**src/rtl/mmio_uart_tx.sv**
```systemverilog
// Memory-mapped UART transmitter: DATA register feeds a small byte FIFO, an 8N1 serialiser drains it.
// Define UART_TX_PARITY_EN to insert an even-parity bit between the data bits and the stop bit.
module mmio_uart_tx #(
   parameter int          CLKS_PER_BIT = 868,
   parameter int          FIFO_DEPTH   = 8,
   parameter logic [31:0] BASE_ADDR    = 32'h0000_1000
) (
   input  logic        clk,
   input  logic        rst,
   input  logic [31:0] addr_i,
   input  logic [31:0] wd_i,
   input  logic        we_i,
   input  logic [4:0]  memi_i,
   output logic [31:0] rd_o,
   output logic        sel_o,
   output logic        tx_o,
   output logic        irq_o
);

   localparam int          PTR_W       = $clog2(FIFO_DEPTH);
   localparam int          CNT_W       = PTR_W + 1;
   localparam logic [31:0] STATUS_ADDR = BASE_ADDR + 32'd4;
   localparam logic [15:0] BAUD_LAST   = 16'(CLKS_PER_BIT - 1);
   localparam logic [CNT_W-1:0] DEPTH_CNT = CNT_W'(FIFO_DEPTH);

`ifdef UART_TX_PARITY_EN
   typedef enum logic [2:0] {S_IDLE, S_START, S_DATA, S_PARITY, S_STOP} state_t;
   localparam logic PARITY_FLAG = 1'b1;
`else
   typedef enum logic [1:0] {S_IDLE, S_START, S_DATA, S_STOP} state_t;
   localparam logic PARITY_FLAG = 1'b0;
`endif

   state_t           state;
   state_t           state_next;
   logic [7:0]       fifo_mem [FIFO_DEPTH];
   logic [PTR_W-1:0] wr_ptr;
   logic [PTR_W-1:0] rd_ptr;
   logic [CNT_W-1:0] count;
   logic             overflow;
   logic [7:0]       shift_byte;
   logic [15:0]      baud_cnt;
   logic [15:0]      baud_next;
   logic [2:0]       bit_cnt;
   logic [2:0]       bit_next;
   logic             tx_q;
   logic             tx_next;

   logic fifo_full;
   logic fifo_empty;
   logic push_req;
   logic clear_req;
   logic pop;
   logic push;
   logic overflow_evt;
   logic baud_done;
   logic busy;
   logic [31:0] status_word;
   logic unused_bus;

   assign fifo_full    = (count == DEPTH_CNT);
   assign fifo_empty   = (count == '0);
   assign push_req     = we_i && (addr_i == BASE_ADDR);
   assign clear_req    = we_i && (addr_i == STATUS_ADDR) && wd_i[3];
   assign pop          = (state == S_IDLE) && !fifo_empty;
   // A pop on the same edge frees a slot, so a push into a full FIFO still lands.
   assign push         = push_req && (!fifo_full || pop);
   assign overflow_evt = push_req && fifo_full && !pop;
   assign baud_done    = (baud_cnt == BAUD_LAST);
   assign busy         = (state != S_IDLE);
   assign unused_bus   = ^{memi_i, wd_i[31:8]};

   always_ff @(posedge clk or negedge rst) begin
      if (!rst) begin
         wr_ptr <= '0;
         rd_ptr <= '0;
         count  <= '0;
      end else begin
         if (push) begin
            wr_ptr <= wr_ptr + PTR_W'(1);
         end
         if (pop) begin
            rd_ptr <= rd_ptr + PTR_W'(1);
         end
         case ({push, pop})
            2'b10:   count <= count + CNT_W'(1);
            2'b01:   count <= count - CNT_W'(1);
            default: count <= count;
         endcase
      end
   end

   always_ff @(posedge clk) begin
      if (push) begin
         fifo_mem[wr_ptr] <= wd_i[7:0];
      end
   end

   // Overflow is sticky; a drop on the same edge as a clear keeps it set.
   always_ff @(posedge clk or negedge rst) begin
      if (!rst) begin
         overflow <= 1'b0;
      end else if (overflow_evt) begin
         overflow <= 1'b1;
      end else if (clear_req) begin
         overflow <= 1'b0;
      end
   end

   always_ff @(posedge clk or negedge rst) begin
      if (!rst) begin
         state    <= S_IDLE;
         baud_cnt <= '0;
         bit_cnt  <= '0;
         tx_q     <= 1'b1;
      end else begin
         state    <= state_next;
         baud_cnt <= baud_next;
         bit_cnt  <= bit_next;
         tx_q     <= tx_next;
      end
   end

   always_ff @(posedge clk) begin
      if (pop) begin
         shift_byte <= fifo_mem[rd_ptr];
      end
   end

   always_comb begin
      state_next = state;
      case (state)
         S_IDLE: begin
            if (!fifo_empty) begin
               state_next = S_START;
            end
         end
         S_START: begin
            if (baud_done) begin
               state_next = S_DATA;
            end
         end
         S_DATA: begin
            if (baud_done && (bit_cnt == 3'd7)) begin
`ifdef UART_TX_PARITY_EN
               state_next = S_PARITY;
`else
               state_next = S_STOP;
`endif
            end
         end
`ifdef UART_TX_PARITY_EN
         S_PARITY: begin
            if (baud_done) begin
               state_next = S_STOP;
            end
         end
`endif
         S_STOP: begin
            if (baud_done) begin
               state_next = S_IDLE;
            end
         end
         default: state_next = S_IDLE;
      endcase
   end

   // The line value is computed for the coming cycle and registered, so tx_o never glitches.
   always_comb begin
      baud_next = baud_cnt + 16'd1;
      bit_next  = bit_cnt;
      tx_next   = 1'b1;
      if ((state_next != state) || (state == S_IDLE) || baud_done) begin
         baud_next = '0;
      end
      if (state_next == S_DATA) begin
         if ((state == S_DATA) && baud_done) begin
            bit_next = bit_cnt + 3'd1;
         end
      end else begin
         bit_next = '0;
      end
      case (state_next)
         S_START:  tx_next = 1'b0;
         S_DATA:   tx_next = shift_byte[bit_next];
`ifdef UART_TX_PARITY_EN
         S_PARITY: tx_next = ^shift_byte;
`endif
         default:  tx_next = 1'b1;
      endcase
   end

   always_comb begin
      status_word        = '0;
      status_word[0]     = fifo_full;
      status_word[1]     = fifo_empty;
      status_word[2]     = busy;
      status_word[3]     = overflow;
      status_word[4]     = PARITY_FLAG;
      status_word[15:8]  = {{(8 - CNT_W){1'b0}}, count};
   end

   assign sel_o = (addr_i == BASE_ADDR) || (addr_i == STATUS_ADDR);
   assign rd_o  = (addr_i == STATUS_ADDR) ? status_word : 32'd0;
   assign tx_o  = tx_q;
   assign irq_o = fifo_empty && !busy;

endmodule

```
**config.mk**
```make
export PLATFORM = sky130hd
export DESIGN_NAME = mmio_uart_tx
export DESIGN_NICKNAME = d
export VERILOG_FILES = /design/src/rtl/mmio_uart_tx.sv
export SDC_FILE = /design/constraint.sdc
export NUM_CORES = 1
export LEC_CHECK = 0
export BUFFER_PORTS_ARGS = -buffer_cell sky130_fd_sc_hd__buf_2
export CORE_MARGIN = 4
export CORE_UTILIZATION = 25
export CTS_CLUSTER_SIZE = 30
export DETAILED_ROUTE_END_ITERATION = 8
export HOLD_SLACK_MARGIN = 0.05
export PLACE_DENSITY = 0.45
export SLEW_MARGIN = 5
export SYNTH_ARGS = -nofsm -noshare
export SYNTH_HDL_FRONTEND = slang
export SYNTH_SLANG_ARGS = --single-unit
```
**constraint.sdc**
```tcl
create_clock -name clk -period 7.1 [get_ports clk]
set_clock_uncertainty 0.15 [all_clocks]
set_input_delay 1.42 -clock clk [delete_from_list [all_inputs] [get_ports clk]]
set_output_delay 1.42 -clock clk [all_outputs]
set_load 0.02 [all_outputs]
```
# [Word level (Yosys, flattened, before mapping)]
# Memory sizes are Yosys's and may differ from the RTL's. A register that Yosys moved wholly into a read port is not among the register bits.
# Cells that the tools add are included.
[word_totals] reg_bits=33 latch_bits=0 ramBits=64 mem_bits_ro=0 inputBits=72 output_inout_bits=35 word_cells=69 n_memories=1
[op_classes] n_addsub=6 multipliers=0 n_div=0 n_lt_le_gt_ge=1 n_eq_ne=13 n_shift=0 mux=17 n_bitwise=0 n_reduce_logical=23
[mem_list] memory="fifo_mem" depth=8 width=8 rd=1 rd_ports_with_merged_regs=1 wr=1 line_no="36" text="logic [7:0] fifo_mem [FIFO_DEPTH];"
[op_table] operator="32-bit by 13-bit equality test with 1-bit output, second input constant" n=2
[op_table] operator="16-bit by 1-bit adder with 16-bit output, second input constant" n=1
[op_table] operator="16-bit by 10-bit equality test with 1-bit output, second input constant" n=1
[op_table] operator="16-bit two-way mux" n=1
[op_table] operator="12-bit two-way mux" n=1
[op_table] operator="1-bit logical AND" n=10
[op_table] operator="3-bit by 1-bit adder with 3-bit output, second input constant" n=3
[op_table] operator="2-bit equality test, second input constant" n=4
[op_table] operator="2-bit two-way mux" n=4
[op_table] operator="2-bit one-hot mux with 4 select lines" n=1
[op_table] operator="4-bit one-hot mux with 2 select lines" n=1
[op_table] operator="2-bit by 1-bit equality test with 1-bit output, second input constant" n=3
[op_table] operator="3-bit two-way mux" n=2
[op_table] operator="2-bit nonzero test" n=3
[op_table] operator="1-bit two-way mux" n=5
[op_table] operator="4-bit by 1-bit adder with 4-bit output, second input constant" n=1
[op_table] operator="4-bit equality test, second input constant" n=1
[op_table] operator="1-bit logical NOT" n=4
[op_table] operator="4-bit logical NOT" n=1
[op_table] operator="1-bit logical OR" n=4
[op_table] operator="3-bit by 4-bit < comparator with 1-bit output, second input constant" n=1
[op_table] operator="4-bit by 1-bit subtractor with 4-bit output, second input constant" n=1
[op_table] operator="1-bit binary-select mux with 3-bit select" n=1
[op_table] operator="3-bit equality test, second input constant" n=1
[op_table] operator="3 further kinds" n=3

# [Depth between registers and ports, before layout]
# Gate-level depths: netlist (run 1).
[depth] ltp_word=9 mapped_depth=12 mapped_depth_nobuf=12

# [Worst setup path before layout (run 1)]
# OpenSTA, ideal clock, no wires.
[synth_timing] path_kind="in2out" from="input addr_i[16]" to="output rd_o[0]" arrival_ns=2.836 required_ns=5.530 path_slack_ns=2.694 stages=5 path_buffers=0 cell_sequence="nor4b_1 > nand4_1 > nor2_1 > nand2_1 > nor2_1"
[synth_between] elab_chain_len=2
[synth_rtl] element="start: declaration" line_no="10" text="input logic [31:0] addr_i,"
[synth_rtl] element="32-bit by 13-bit equality test with 1-bit output" line_no="204" text="assign rd_o = (addr_i == STATUS_ADDR) ? status_word : 32'd0;"
[synth_rtl] element="12-bit two-way mux" line_no="204"
[synth_rtl] element="end: declaration" line_no="14" text="output logic [31:0] rd_o,"
# No other way between the ends.

# [Worst setup path after layout (run 1)]
[layout_timing] from="input addr_i[16]" to="output rd_o[2]"
# The elaborated chain is that of the path after synthesis.

==> run summary, run 1 <==
The run finished with clean final reports. The tools report the clock latency on the worst-skew pair as 0.35 ns. The tree is rooted in a sky130_fd_sc_hd__clkbuf_16. The mapped netlist covers 0.00495 mm2. The repair_antennas step left the layout with diodes totalling 0.

The maximum number of pins on one net before global-route repair is 34, and the share of total power in sequential cells is 54.5%. The first global-routing pass estimated 16.2 mm of wire. The worst setup path is captured at a primary output. The switching power as a share of total power was 23.4%; the number of hold buffers added after cts was 0. Total power for the finished layout comes to 1.20 mW.

Buffers placed on the I/O ports in this run total 53. The internal power of the cells totals 918 uW. The class of the worst hold path is flop to flop.

The floorplan has 51 rows. After routing the design area is 0.00573 mm2. The filler cells instantiated in the layout total 1967. Synthesis instantiated 56 different standard cells from the library. A synthesized cell averages 13.7 um2.

The longest clock path from root to sink contains 2 buffers. Cell depth of the worst min-delay path: 1. The max-cap check violation count was 0. The final setup TNS is 0 ns, and the final standard cell count with taps included and fillers excluded is 684. In this run, post-CTS repair resized a total of 0 instances.

For the worst-case setup margin in the final layout, the log shows 2.72 ns. The final critical-path share of the clock period is 61.7%, and the final routed DRC violation total is 0. Average wire per standard cell: 14.6 um.

The tools report the clock sink count as 105. TritonCTS built the clock tree. Once placement completed, the tool counted placed cells totaling 668. Summed over all instances, the cell type with the most area after synthesis is sky130_fd_sc_hd__edfxtp_1. The synthesized design contains 72 enable-type register cells.

Detailed placement finished with a half-perimeter wire length of 6.79 mm. The transition time of the tightest slew-check pin works out to 1.14 ns. The worst register-to-register path begins at baud_cnt[0]$_DFF_PN0_.

The total overflow left after global routing is 0. The top cell types in the final layout, fill and taps aside, are sky130_fd_sc_hd__edfxtp_1 (72), sky130_fd_sc_hd__buf_2 (53), sky130_fd_sc_hd__nor2_1 (36). Sorting the synthesized cells by area gives the leading types as sky130_fd_sc_hd__edfxtp_1 (44%), sky130_fd_sc_hd__dfrtp_1 (16%), sky130_fd_sc_hd__mux4_2 (7.3%), sky130_fd_sc_hd__buf_4 (3.6%), sky130_fd_sc_hd__nor2_1 (2.7%).

The worst hold path terminates at wr_ptr[2]$_DFFE_PN0P_. The run gives 4.31 ns as the setup slack of the most critical reg-to-reg path. The capturing point of the worst reg2reg path was tx_o$_DFF_PN1_. Global routing used 9.27% of the available tracks across all layers. In this run the number of H-tree levels came out at 3.

The top cell type by area accounts for 43.7% of the synthesized area. The congestion estimate from routability-driven global placement came to 0.760. Setup violations remaining at the end of the flow were counted as 0. Maximum achievable frequency: 228 MHz.

The layout overhead on the synthesized area is 15.7%, and the count of synthesis-stage warnings from yosys is 0. The number of max-slew violations in the final report was 0; the first-pass iteration count of the detailed router was 4. Setup repair after global routing left no endpoint under its margin.

STA classifies the critical path startpoint as an input port. The worst register-to-register path has a depth of 7. The tools report the placed instance area as 0.00541 mm2.

The critical path is of the input port to primary output type. Worst relative slew slack: 23.2%. Post-CTS setup buffer count: 0. Total leakage power: 2.19 nW.

Number of clock buffers inserted by TritonCTS: 9. Using the TritonRoute via totals, the vias-per-cell ratio works out to 4.28. The number of antenna violations at the first check in global routing was 0; the clock slew seen by the registers of the worst setup and hold paths was 0.09 ns. The largest fanout on the critical path is 8. The run gives 60.4% as the sequential-to-total area share from yosys stat. The number of instances in the synthesized netlist is 360. Number of top-level pins: 107. The run gives 42.8% as the clock network fraction of total power. The initial cell density of the core was 25.4%.

Timing analysis after detailed placement gives a worst setup slack of 2.71 ns. At the worst endpoint, the required time is 5.53 ns. Summed over all layers, the routed wires come to 9.96 mm.

For the via count of the first global-routing pass, the log shows 3079. The startpoint identified for the worst hold timing path is wr_ptr[2]$_DFFE_PN0P_. Combinational logic burns 2.7% of the power. The post-route netlist has 24.6% of its cells at a drive strength greater than 1. Leaving out fill and tap cells, the most frequent cell in the layout is sky130_fd_sc_hd__edfxtp_1. The number of flip-flops and latches in the synthesized netlist was 105. The area taken by multi-input logic gates came out at 0.00178 mm2. The floorplan step defined a core boundary enclosing 0.0195 mm2. The first routing iteration left 132 violations.

Proportion of synthesized flip-flops having asynchronous set or reset: 31.4%. The logs give 280 uW for the power dissipated by switching net loads and 0 for the count of endpoints failing hold in the final timing report. The run gives 495 as the post-layout net count. Detailed routing inserted a total of 2925 vias. The die covers 0.0221 mm2. The most instantiated flip-flop cell in the synthesis netlist was sky130_fd_sc_hd__edfxtp_1. The logs give 2.81 ns for the data arrival time at the worst-slack endpoint and 0.000147 V for the worst voltage drop across the vdd grid. Post-layout minimum cycle time: 4.38 ns. The die width is 149 um. Once detail routing completed, the nets flagged for antenna violations numbered 0. The die is 149 um tall. In the final layout, flip-flops and latches occupy 0.00299 mm2. The power per cell area came out at 209 mW/mm2.
## sequential cells by signal, indices dropped and copies added, names as in the netlist
| name | cells |
|---|---|
| shift_byte | 8 |
| baud_cnt | 16 |
| bit_cnt | 3 |
| wr_ptr | 3 |
| fifo_mem | 64 |
| overflow | 1 |
| tx_o | 1 |
| count | 4 |
| state | 2 |
| rd_ptr | 3 |
## layout make-up
cell class | count | share of cell area (%)
clock inverters | 7 | 1.59
clock buffers | 9 | 3.93
well taps | 265 | 5.79
repair buffers | 55 | 4.89
multi-input cells | 234 | 31.0
inverters | 9 | 0.590
flip-flops and latches | 105 | 52.2
## worst max-delay path, stage by stage
cell and delay (ns):
sky130_fd_sc_hd__buf_2 0.09, sky130_fd_sc_hd__nor4b_1 0.30, sky130_fd_sc_hd__nand4_1 0.12, sky130_fd_sc_hd__nor2_1 0.36
sky130_fd_sc_hd__nand2_1 0.20, sky130_fd_sc_hd__nor2_1 0.14, sky130_fd_sc_hd__buf_2 0.17
## power by group through the flow
stage          Sequential, mW  Combinational [mW]  Clock, mW
3_3_place_gp            0.667              0.0309          0
4_1_cts                 0.654              0.0323      0.526
2_1_floorplan           0.667              0.0222          0
3_5_place_dp            0.667              0.0323          0
5_1_grt                 0.654              0.0361      0.552
6_report                0.654              0.0320      0.513
## how the worst max path moves through the flow
stage / from / endpoint / slack [ns] / cells past startpoint
after global routing: addr_i[28] / rd_o[1] / 2.53 / 7
after CTS: addr_i[16] / rd_o[2] / 2.71 / 7
after detailed placement: addr_i[16] / rd_o[2] / 2.71 / 7
after floorplan: addr_i[16] / rd_o[0] / 2.69 / 5
after global placement: addr_i[28] / rd_o[0] / 2.75 / 7
final: addr_i[16] / rd_o[2] / 2.72 / 7
## cell families after synthesis
kind of cell / after synthesis / share of synthesized area (%)
buffers and inverters: 44 / 5.66
and+or+nand+nor: 125 / 13.5
adders and majority gates: 9 / 2.43
muxes: 31 / 10.7
other: 1 / 0.0758
AOI/OAI and AO/OA: 23 / 3.34
DFF: 105 / 60.4
xor gates and xnor gates: 22 / 3.89
## stage by stage
step,hold WS [ns],utilization (%)
global placement,0.328,27.8
floorplan,0.307,-
detailed placement,0.340,27.8
global route,0.376,29.4
CTS,0.354,29.4
finish,0.345,29.4
## routing by layer
metal	track usage [%]	part of all wire, %
met1	11.4	44
met2	16.5	52
met3	2.07	3.2
met4	2.22	0.66
met5	0	0
## synthesized netlist by cell type, types with 6 or more instances
| cell type | number |
|---|---|
| sky130_fd_sc_hd__dfrtp_1 | 32 |
| sky130_fd_sc_hd__nor4_1 | 9 |
| sky130_fd_sc_hd__buf_4 | 24 |
| sky130_fd_sc_hd__nand2_1 | 16 |
| sky130_fd_sc_hd__nand3_1 | 12 |
| sky130_fd_sc_hd__xnor2_1 | 9 |
| sky130_fd_sc_hd__clkbuf_1 | 6 |
| sky130_fd_sc_hd__inv_1 | 9 |
| sky130_fd_sc_hd__nor2_1 | 36 |
| sky130_fd_sc_hd__nor3_1 | 12 |
| sky130_fd_sc_hd__mux2_2 | 9 |
| sky130_fd_sc_hd__edfxtp_1 | 72 |
| sky130_fd_sc_hd__xor2_1 | 13 |
| sky130_fd_sc_hd__and3_1 | 7 |
| sky130_fd_sc_hd__nand2b_1 | 7 |
| sky130_fd_sc_hd__ha_1 | 8 |
| sky130_fd_sc_hd__mux4_2 | 16 |
Note: power is estimated with default switching activity, not from simulation.
==> run 2: changes to the inputs <==
Settings changed: ABC_AREA from default to 1, PLACE_DENSITY 0.45 to 0.46.
Clock period 7.1 ns to 3.9 ns, I/O delays scaled along.
==> run 2 against run 1 <==
First-iteration DRC count grew 39%; non-clock buffer count up 9; global-route usage up 0.82 points; routed wire length grew 5.8%; sequential share of layout area fell by 0.92 points; critical path depth down 1; utilization rose by 0.43 points; sequential power increased by 82%; setup slack lost 2.0 ns; via count rose by 20%.
==> run summary, run 2 <==
The setup path with the least slack is of type input port to primary output. At the worst endpoint, the arrival time is 2.24 ns. Setup repair after global routing left no endpoint under its margin. In this run the tool buffered the top-level ports with 53 buffer cells. The run gives 3 as the total number of H-tree levels. In this run, CTS created clock tree buffers numbering 9. The sequential-to-total area share from yosys stat was 59.9%.

Compared with the post-synthesis result, the final layout area differs by 16.9%. Clock-pin slew was measured on the worst setup and hold paths at 0.07 ns. The count of endpoints failing hold in the final timing report is 0. The register with the most flip-flops in the layout has 64 of them. Dividing the final minimum period by the clock period gives 81.2%.

Count of cell types in the netlist: 39. Counting flops with an async set or reset pin after synthesis yields a share of 31.4%. For the power dissipated by switching net loads, the log shows 464 uW. The top cell types in the final layout, fill and taps aside, are sky130_fd_sc_hd__nor2_1 (113), sky130_fd_sc_hd__edfxtp_1 (72), sky130_fd_sc_hd__nand2_1 (54). In this run, synthesis inferred 72 flip-flops with an integrated enable. The number of antenna violations at the first check in global routing was 0. After routing the design area is 0.00583 mm2. The run gives 0 as the number of antenna diodes. For this run, the leading register cell type out of synthesis is sky130_fd_sc_hd__edfxtp_1. Once detail routing completed, the nets flagged for antenna violations numbered 0. At the pin with the least slew margin, the transition time is 1.03 ns.

The HPWL after detailed placement is 7.23 mm. After synthesis, the cell types taking the most area are sky130_fd_sc_hd__edfxtp_1 (43%), sky130_fd_sc_hd__dfrtp_1 (16%), sky130_fd_sc_hd__nor2_1 (8.5%), sky130_fd_sc_hd__nand2_1 (4.1%), sky130_fd_sc_hd__o21ai_0 (3.8%). The internal power of the cells totals 1.71 mW.

The overall track demand over capacity in global routing was 10.1%. The synthesized design spends more area on one cell type than any other, namely sky130_fd_sc_hd__edfxtp_1. For the post-layout net count, the log shows 640. The flow ran to the end, and the final reports show no timing, DRC or antenna violations. Measured along the y axis, the die boundary spans 149 um. Summing all placed instances gives a cell area of 0.00553 mm2. The average instance in the mapped netlist occupies 10.1 um2. The first global-routing pass estimated 17.6 mm of wire.

Summed over all cells, the static leakage comes to 2.36 nW. Power spread over the standard cell area amounts to 373 mW/mm2. During I/O placement, the number of pins put on the boundary was 107.

Number of flip-flops and latches in the synthesized netlist: 105. Core box area: 0.0195 mm2. The tools report the area of the die as 0.0223 mm2. For this run, design rule violations remaining after detail routing come to 0.

The worst pin sits at a relative slew slack of 31.5%. The number of gates given a new drive strength after cts is 0, and the final wirelength is 10.5 mm. The tools report the share of total power in sequential cells as 54.7%. For this configuration, the core starts out at a cell density of 25.5%.

The portion of synthesized cell area occupied by the leading cell type was 43.3%. The die width is 149 um, and the worst slack at placement is 0.514 ns. For the worst voltage drop across the vdd grid, the log shows 0.000219 V. The largest registers in the layout are fifo_mem x64, baud_cnt x16, shift_byte x8. Net switching is 21.3% of the power.

Register name with the most flops: fifo_mem. Via count of the first global-routing pass: 3551. The logs give 184 for the number of DRC markers in iteration 0 and 35 for the maximum number of pins on one net before global-route repair. Most common cell after layout, fill and taps aside: sky130_fd_sc_hd__nor2_1.

The share of total power dissipated in combinational logic is 2.8%. Clock latency on the worst-skew pair, taken at its later pin, is 0.35 ns. After detailed routing, the number of vias per cell comes to 4.24. Buffers added to address setup during post-CTS repair amount to 0. The tools report the count of synthesis-stage warnings from yosys as 0.

The worst setup path is launched from an input port. The worst setup path is captured at a primary output. For the setup violation total in the final timing report, the log shows 0. The max-cap check violation count is 0. The number of core rows was 51. Synthesis produced 496 cells. STA puts the critical path data required time at 2.97 ns.

Clock network fraction of total power: 42.5%. The post-route netlist has 19.0% of its cells at a drive strength greater than 1. Setup slack closes at 0.734 ns. The commonest cells after synthesis are sky130_fd_sc_hd__nor2_1 (113), sky130_fd_sc_hd__edfxtp_1 (72), sky130_fd_sc_hd__nand2_1 (54), sky130_fd_sc_hd__inv_1 (40), sky130_fd_sc_hd__o21ai_0 (38). Summing every instance area after synthesis gives 0.00499 mm2.

In this run, post-CTS hold repair placed 0 buffers. For the routability congestion estimate from global placement, the log shows 0.749. In this run the worst hold path is classified as input port to asynchronous set/reset pin. For this design, the sink count on the clock tree is 105.

No sink is reached through more buffers than the 2 on the longest clock path. The routed layout has 3513 vias. Along the worst path, the maximum fanout reaches 9.

The average wire per standard cell works out to 12.7 um. sky130_fd_sc_hd__nor2_1 is the most common cell in the netlist. TritonCTS built the clock tree. For this run, the top clock speed supported by timing is 316 MHz.

Adding up every negative setup slack in the final design gives 0 ns. The first-pass iteration count of the detailed router was 6. After global routing the overflow that remains totals 0.

The number of max-slew violations in the final report is 0. CTS placed an instance of sky130_fd_sc_hd__clkbuf_16 at the clock tree root. Subtracting the final worst setup slack from the clock period gives 3.17 ns.
-- run 2: cell types whose count changed after synthesis, moves of 6 or more --
cell,previous run,this run
sky130_fd_sc_hd__inv_1,9,40
sky130_fd_sc_hd__a31oi_1,1,8
sky130_fd_sc_hd__xnor2_1,9,2
sky130_fd_sc_hd__nor3_1,12,2
sky130_fd_sc_hd__and3_1,7,1
sky130_fd_sc_hd__mux4_2,16,0
sky130_fd_sc_hd__o22ai_1,1,8
sky130_fd_sc_hd__mux2_2,9,0
sky130_fd_sc_hd__nand2_2,0,7
sky130_fd_sc_hd__nand2_1,16,54
sky130_fd_sc_hd__o21ai_0,4,38
sky130_fd_sc_hd__nand2b_1,7,0
sky130_fd_sc_hd__nor2_1,36,113
-- run 2: logic make-up after synthesis --
logic type               share of synthesized area (%)
AO/OA/AOI/OAI                                     7.20
XOR/XNOR                                          1.93
adder cells (fa/ha/maj)                           2.41
buffers and inverters                             8.00
flip-flops                                        59.9
other                                           0.0752
AND/OR/NAND/NOR                                   20.5
-- run 2: power groups by stage --
| stage | combinational [mW] | sequential [mW] | clock (mW) |
|---|---|---|---|
| after floorplan | 0.0421 | 1.21 | 0 |
| after global placement | 0.0590 | 1.21 | 0 |
| after detailed placement | 0.0609 | 1.21 | 0 |
| after CTS | 0.0610 | 1.19 | 0.966 |
| after global routing | 0.0680 | 1.19 | 1.01 |
| final | 0.0602 | 1.19 | 0.926 |
-- run 2: per-layer routing --
| layer | track usage [%] | share of wire, % | up-vias | routed length [um] |
|---|---|---|---|---|
| met5 | 0 | 0 | - | 0 |
| met3 | 2.61 | 4.0 | 14 | 426 |
| li1 | - | - | 1742 | - |
| met1 | 12.1 | 44 | 1685 | 4600 |
| met4 | 4.07 | 2.0 | 0 | 210 |
| met2 | 17.3 | 50 | 72 | 5290 |
-- run 2: metrics by stage --
| stage | power [mW] | utilization [%] | instances | hold WS (ns) |
|---|---|---|---|---|
| 3_3_place_gp | 1.27 | 28.3 | 813 | 0.336 |
| 4_1_cts | 2.22 | 29.9 | 828 | 0.346 |
| 6_report | 2.18 | 29.9 | 828 | 0.339 |
| 3_5_place_dp | 1.28 | 28.3 | 813 | 0.336 |
| 5_1_grt | 2.27 | 29.9 | 828 | 0.382 |
| 2_1_floorplan | 1.26 | - | 519 | 0.301 |
-- run 2: worst max-delay path, stage by stage --
cell and delay, ns:
sky130_fd_sc_hd__buf_2 0.10, sky130_fd_sc_hd__nor4_1 0.31, sky130_fd_sc_hd__nand4_1 0.19, sky130_fd_sc_hd__or3_1 0.47, sky130_fd_sc_hd__nor3b_1 0.20, sky130_fd_sc_hd__buf_2 0.19
-- run 2: worst paths after layout --
| kind | end | slack, ns | cells past startpoint | startpoint |
|---|---|---|---|---|
| min in group clk | baud_cnt[0]$_DFF_PN0_ | 0.34 | 1 | baud_cnt[0]$_DFF_PN0_ |
| min reg2reg | baud_cnt[0]$_DFF_PN0_ | 0.34 | 1 | baud_cnt[0]$_DFF_PN0_ |
| max | rd_o[0] | 0.73 | 6 | addr_i[21] |
| max in group asynchronous | wr_ptr[1]$_DFFE_PN0P_ | 2.77 | 1 | rst |
| min | baud_cnt[4]$_DFF_PN0_ | 0.34 | 1 | rst |
| max reg2reg | count[3]$_DFFE_PN0P_ | 0.99 | 13 | count[2]$_DFFE_PN0P_ |
-- run 2: area by class of cell --
| class | instances | area, um2 |
|---|---|---|
| Fill cell | 2018 | 13700 |
| Sequential cell | 105 | 2990 |
| Multi-Input combinational cell | 334 | 1690 |
| Timing Repair Buffer | 64 | 348 |
| Tap cell | 265 | 332 |
| Clock buffer | 9 | 225 |
| Inverter | 45 | 170 |
| Clock inverter | 6 | 78.8 |
